## src/rtl/mem_port_controller.sv

```systemverilog
// Memory-port slave: runs one load/store at a time on a word-wide byte-enabled SRAM.
// Byte/half/word at any offset; word-crossing accesses take two SRAM cycles.
module mem_port_controller #(
    parameter int unsigned ADDR_W = 14
) (
    input  logic              i_clk,
    input  logic              i_rst,
    input  logic              i_valid,
    input  logic              i_we,
    input  logic [31:0]       i_addr,
    input  logic [1:0]        i_width,
    input  logic [31:0]       i_data_wr,
    output logic [31:0]       o_data_rd,
    output logic              o_ready,
    output logic              o_sram_en,
    output logic              o_sram_we,
    output logic [ADDR_W-1:0] o_sram_addr,
    output logic [3:0]        o_sram_be,
    output logic [31:0]       o_sram_wdata,
    input  logic [31:0]       i_sram_rdata
);

    typedef enum logic [1:0] {IDLE, FIRST, SECOND, RESP} state_t;

    state_t              r_state;
    logic                r_we;
    logic                r_split;
    logic [1:0]          r_off;
    logic [31:0]         r_dmask;
    logic [ADDR_W-1:0]   r_wa1;
    logic [3:0]          r_be_hi;
    logic [31:0]         r_wdata_hi;
    logic [31:0]         r_word0;

    logic                r_ready;
    logic                r_sram_en;
    logic                r_sram_we;
    logic [ADDR_W-1:0]   r_sram_addr;
    logic [3:0]          r_sram_be;
    logic [31:0]         r_sram_wdata;

    logic [1:0]          w_off;
    logic [2:0]          w_nbytes;
    logic [7:0]          w_mask8_base;
    logic [31:0]         w_dmask;
    logic [7:0]          w_m8;
    logic [63:0]         w_w64;
    logic                w_split;
    logic [ADDR_W-1:0]   w_wa0;
    logic [ADDR_W-1:0]   w_wa1;
    logic [31:0]         w_rd_lo;
    logic [31:0]         w_rd_shift;
    logic                w_unused_addr;

    // Request decode works on the live inputs; it only matters in the IDLE sampling cycle.
    always_comb begin
        w_off = i_addr[1:0];
        case (i_width)
            2'd0: begin
                w_nbytes     = 3'd1;
                w_mask8_base = 8'h01;
                w_dmask      = 32'h0000_00FF;
            end
            2'd1: begin
                w_nbytes     = 3'd2;
                w_mask8_base = 8'h03;
                w_dmask      = 32'h0000_FFFF;
            end
            default: begin
                w_nbytes     = 3'd4;
                w_mask8_base = 8'h0F;
                w_dmask      = 32'hFFFF_FFFF;
            end
        endcase
    end

    assign w_m8    = w_mask8_base << w_off;
    assign w_w64   = {32'd0, i_data_wr & w_dmask} << {w_off, 3'b000};
    assign w_split = ({1'b0, w_off} + w_nbytes) > 3'd4;
    assign w_wa0   = i_addr[ADDR_W+1:2];
    assign w_wa1   = w_wa0 + ADDR_W'(1);

    assign w_unused_addr = ^i_addr[31:ADDR_W+2];

    // Non-split loads have every byte in the word arriving now; split loads pair it with word0.
    assign w_rd_lo    = r_split ? r_word0 : i_sram_rdata;
    assign w_rd_shift = 32'({i_sram_rdata, w_rd_lo} >> {r_off, 3'b000});

    always_ff @(posedge i_clk or posedge i_rst) begin
        if (i_rst) begin
            r_state      <= IDLE;
            r_we         <= 1'b0;
            r_split      <= 1'b0;
            r_off        <= 2'd0;
            r_dmask      <= 32'd0;
            r_wa1        <= '0;
            r_be_hi      <= 4'd0;
            r_wdata_hi   <= 32'd0;
            r_word0      <= 32'd0;
            r_ready      <= 1'b0;
            r_sram_en    <= 1'b0;
            r_sram_we    <= 1'b0;
            r_sram_addr  <= '0;
            r_sram_be    <= 4'd0;
            r_sram_wdata <= 32'd0;
        end else begin
            r_ready      <= 1'b0;
            r_sram_en    <= 1'b0;
            r_sram_we    <= 1'b0;
            r_sram_addr  <= '0;
            r_sram_be    <= 4'd0;
            r_sram_wdata <= 32'd0;
            case (r_state)
                IDLE: begin
                    if (i_valid) begin
                        r_we         <= i_we;
                        r_split      <= w_split;
                        r_off        <= w_off;
                        r_dmask      <= w_dmask;
                        r_wa1        <= w_wa1;
                        r_be_hi      <= w_m8[7:4];
                        r_wdata_hi   <= w_w64[63:32];
                        r_sram_en    <= 1'b1;
                        r_sram_we    <= i_we;
                        r_sram_addr  <= w_wa0;
                        r_sram_be    <= w_m8[3:0];
                        r_sram_wdata <= w_w64[31:0];
                        r_state      <= FIRST;
                    end
                end
                FIRST: begin
                    if (r_split) begin
                        r_sram_en    <= 1'b1;
                        r_sram_we    <= r_we;
                        r_sram_addr  <= r_wa1;
                        r_sram_be    <= r_be_hi;
                        r_sram_wdata <= r_wdata_hi;
                        r_state      <= SECOND;
                    end else begin
                        r_ready <= 1'b1;
                        r_state <= RESP;
                    end
                end
                SECOND: begin
                    if (!r_we) begin
                        r_word0 <= i_sram_rdata;
                    end
                    r_ready <= 1'b1;
                    r_state <= RESP;
                end
                default: begin
                    r_state <= IDLE;
                end
            endcase
        end
    end

    assign o_ready      = r_ready;
    assign o_sram_en    = r_sram_en;
    assign o_sram_we    = r_sram_we;
    assign o_sram_addr  = r_sram_addr;
    assign o_sram_be    = r_sram_be;
    assign o_sram_wdata = r_sram_wdata;
    assign o_data_rd    = (r_state == RESP && !r_we) ? (w_rd_shift & r_dmask) : 32'd0;

endmodule

```

## config.mk

```make
export PLATFORM = sky130hd
export DESIGN_NAME = mem_port_controller
export DESIGN_NICKNAME = d
export VERILOG_FILES = /design/src/rtl/mem_port_controller.sv
export SDC_FILE = /design/constraint.sdc
export NUM_CORES = 1
export LEC_CHECK = 0
export CORE_MARGIN = 5
export CORE_UTILIZATION = 50
export DETAILED_ROUTE_END_ITERATION = 7
export GPL_TIMING_DRIVEN = 0
export PLACE_DENSITY = 0.82
export SLEW_MARGIN = 20
export SYNTH_ARGS = -nofsm -noshare
export SYNTH_HDL_FRONTEND = slang
export SYNTH_SLANG_ARGS = --single-unit
```

## constraint.sdc

```tcl
create_clock -name i_clk -period 7.9 [get_ports i_clk]
set_clock_uncertainty 0.1 [all_clocks]
set_input_delay 2.37 -clock i_clk [delete_from_list [all_inputs] [get_ports i_clk]]
set_output_delay 2.37 -clock i_clk [all_outputs]
set_load 0.02 [all_outputs]
```

==> flow_metrics.tcl <==
set metrics [dict create \
    hp-class "flop to flop" \
    core_um2 14400 \
    hold_depth 2 \
    drt_iter0_drc 565 \
    slew_headroom 0.511 \
    viasPerCell 6.02 \
    start_kind "input pin" \
    grt_overflow 0 \
    fmax_mhz 149 \
    seqPwrFrac 0.323 \
    clockBufferDepth 2 \
    post-cts-setup-buffers 0 \
    synthArstFlopShare 1.00 \
    use_met1 0.330 \
    synth_mux_area_frac 0.220 \
    setup_slack_ns 1.17 \
    drtPass1Iterations 5 \
    ff2ff_path_depth 7 \
    antenna_found_initial 0 \
    p_int_w 0.00215 \
    start_util 0.503 \
    grt_max_degree 108 \
    irDropWorstVdd_mv 0.160 \
    synth_fp_nets 746 \
    grtUsageTotal 0.262 \
    whs_ns 0.380 \
    first_global_vias 6521 \
    fp.dieW_um 130 \
    remaining_drc_errors 0 \
    place.gp.congestion 0.956 \
    cts.sinks 135 \
    ctsRootBufferMaster "clkbuf_16" \
    cap_violations 0 \
    synth_fa_ha_area_frac 0.0149 \
    die_h_um 130 \
    rsz0062_at_grt "no" \
    synthFlopType "dfrtp_1" \
    synthCells 636 \
    leakagePower_nw 4.12 \
    timing.rr.start "r_state[0]" \
    pwr-share-clk 0.245 \
    min_to "r_wa1[6]" \
    grt_use_met3 0.0573 \
    grt_pass1_wl_um 34200 \
    synth_compound_area_frac 0.137 \
    ctsResizeCount 0 \
    fin_crit_ns 6.73 \
    combPwrFrac 0.432 \
    cts.htree.levels 4 \
    met2_usage 0.429 \
    fin_tns_setup_ns 0 \
    grt.busiest_layer "met2" \
    cts_hold_buf 0 \
    critPathArrivalTime_ns 4.26 \
    synth_simple_gate_area_frac 0.0979 \
    timing.rr.end "o_sram_wdata[23]" \
    route.detailed.wl_per_inst_um 21.4 \
    portBuffers 169 \
    nets 935 \
    diodes 0 \
    period_share 0.852 \
    ys.warnings.count 0 \
    dp_hpwl_um 15600 \
    cts_tree "yes" \
    ys_types 47 \
    synth_xor_area_frac 0.0158 \
    std_cell_rows 44 \
    ys_ff_latch 135 \
    avgSynthCellArea_um2 11.4 \
    die_area_um2 16900 \
    hold_start "r_wa1[6]" \
    worstPathRequired_ns 5.43 \
    maxSlewViolCount 0 \
    cp-end-kind "primary output" \
    vias 6150 \
    setup_viol 0 \
    worstMarginPinSlew_ns 0.734 \
    clock_latency_ns 0.41 \
    hold_viol 0 \
    synth_area_um2 7220 \
    wl_um 21900 \
    synth_top_family_by_area "multiplexers" \
    p_sw_frac 0.351 \
    switching_power_w 0.00116 \
    cp_max_fo 4 \
    outcome "complete, no violations" \
    cts_buffers 17 \
    io_pins 187 \
    ff2ff_setup_slack_ns 5.67 \
    synth_edf_count 0 \
    syn_to_final_growth_pct 35.5 \
    power.density_nw_per_um2 338 \
    crit_type "input pin to primary output" \
    cp-startpoint "i_sram_rdata[16]" \
    ys_seq_area_frac 0.468 \
    antenna_left 0 \
    clkSlewWorstSetupHoldPaths_ns 0.06 \
    dp_slack_ns 1.20 \
    layout-drive-gt1-share 0.189 \
]
==> synth_stat cells, types with 9 or more instances <==
cell type  count  area (um2)
buf_2         20         100
inv_1         10        37.5
dfrtp_1      135        3380
nor2_1        53         199
o21a_1         9        67.6
mux2i_1       32         320
nand2_1       75         282
o21ai_0       49         245
a211oi_1      16         120
a22o_1        29         254
xnor2_1       11        96.3
mux2_2        60         676
clkbuf_1      18        67.6
mux4_2        24         541
==> power groups by stage <==
| stage | logic (W) | registers, W | clock network (W) |
|---|---|---|---|
| after global placement | 0.00138 | 0.00106 | 0 |
| after CTS | 0.00143 | 0.00107 | 0.000819 |
| after global routing | 0.00152 | 0.00110 | 0.000857 |
| after detailed placement | 0.00142 | 0.00108 | 0 |
| after floorplan | 0.000916 | 0.00110 | 0 |
| final | 0.00143 | 0.00107 | 0.000812 |
==> kinds of logic after synthesis <==
group / count (synthesis)
AOI/OAI and AO/OA: 141
xor gates and xnor gates: 13
adders and majority gates: 8
buffers and inverters: 60
DFF: 135
muxes: 120
and+or+nand+nor: 159
==> through the flow <==
step                 util  power, W  std cells  area [um2]
floorplan               -   0.00201        636        7220
global placement    0.636   0.00244        989        9150
CTS                 0.681   0.00331       1022        9790
global route        0.681   0.00348       1022        9790
finish              0.681   0.00331       1022        9790
detailed placement  0.639   0.00250        990        9180
==> final cells by class <==
class	count	area, um2
clock buffers	21	460
inverters	10	45.0
well taps	184	230
fillers	1010	4580
clock inverters	11	148
flip-flops and latches	135	3380
plain buffers	50	300
multi-input cells	441	3510
repair buffers	170	1720
==> registers in the layout, indices dropped and copies added, names as in the netlist <==
name,cells
r_off,2
r_word0,32
o_ready,1
r_wa1,14
o_sram_wdata,32
o_sram_en,1
r_split,1
o_sram_we,1
r_dmask,3
r_wdata_hi,24
r_state,2
r_we,1
o_sram_be,4
r_be_hi,3
o_sram_addr,14
==> worst max-delay path by stage <==
stage,cells past startpoint,to,slack [ns]
2_1_floorplan,1,o_ready,1.82
3_3_place_gp,2,r_wa1[5],0.13
3_5_place_dp,6,o_data_rd[30],1.20
4_1_cts,6,o_data_rd[30],1.19
5_1_grt,6,o_data_rd[8],1.14
6_report,5,o_data_rd[16],1.17
==> cell usage in the layout (no fill, tap or decap), types with 11 or more instances in the layout <==
cell	synthesis	layout
clkdlybuf4s50_1	0	169
dfrtp_1	135	135
nand2_1	75	75
mux2_2	60	60
nor2_1	53	53
o21ai_0	49	49
mux2i_1	32	32
a22o_1	29	29
mux4_2	24	24
buf_2	20	20
clkbuf_1	18	20
clkbuf_16	0	17
a211oi_1	16	16
xnor2_1	11	11
==> layer usage <==
| metal | part of all wire | wire length (um) | vias to the layer above |
|---|---|---|---|
| met3 | 0.082 | 1790 | 77 |
| met2 | 0.49 | 10600 | 354 |
| li1 | - | - | 2682 |
| met4 | 0.035 | 758 | 0 |
| met5 | 0 | 0 | - |
| met1 | 0.40 | 8690 | 3037 |
==> worst max-delay path: stages <==
cell and delay (ns):
clkdlybuf4s50_1 0.56, mux4_2 0.29, nor2_1 0.05, a211oi_1 0.32, clkdlybuf4s50_1 0.67
Power figures use the tool's default switching activity.
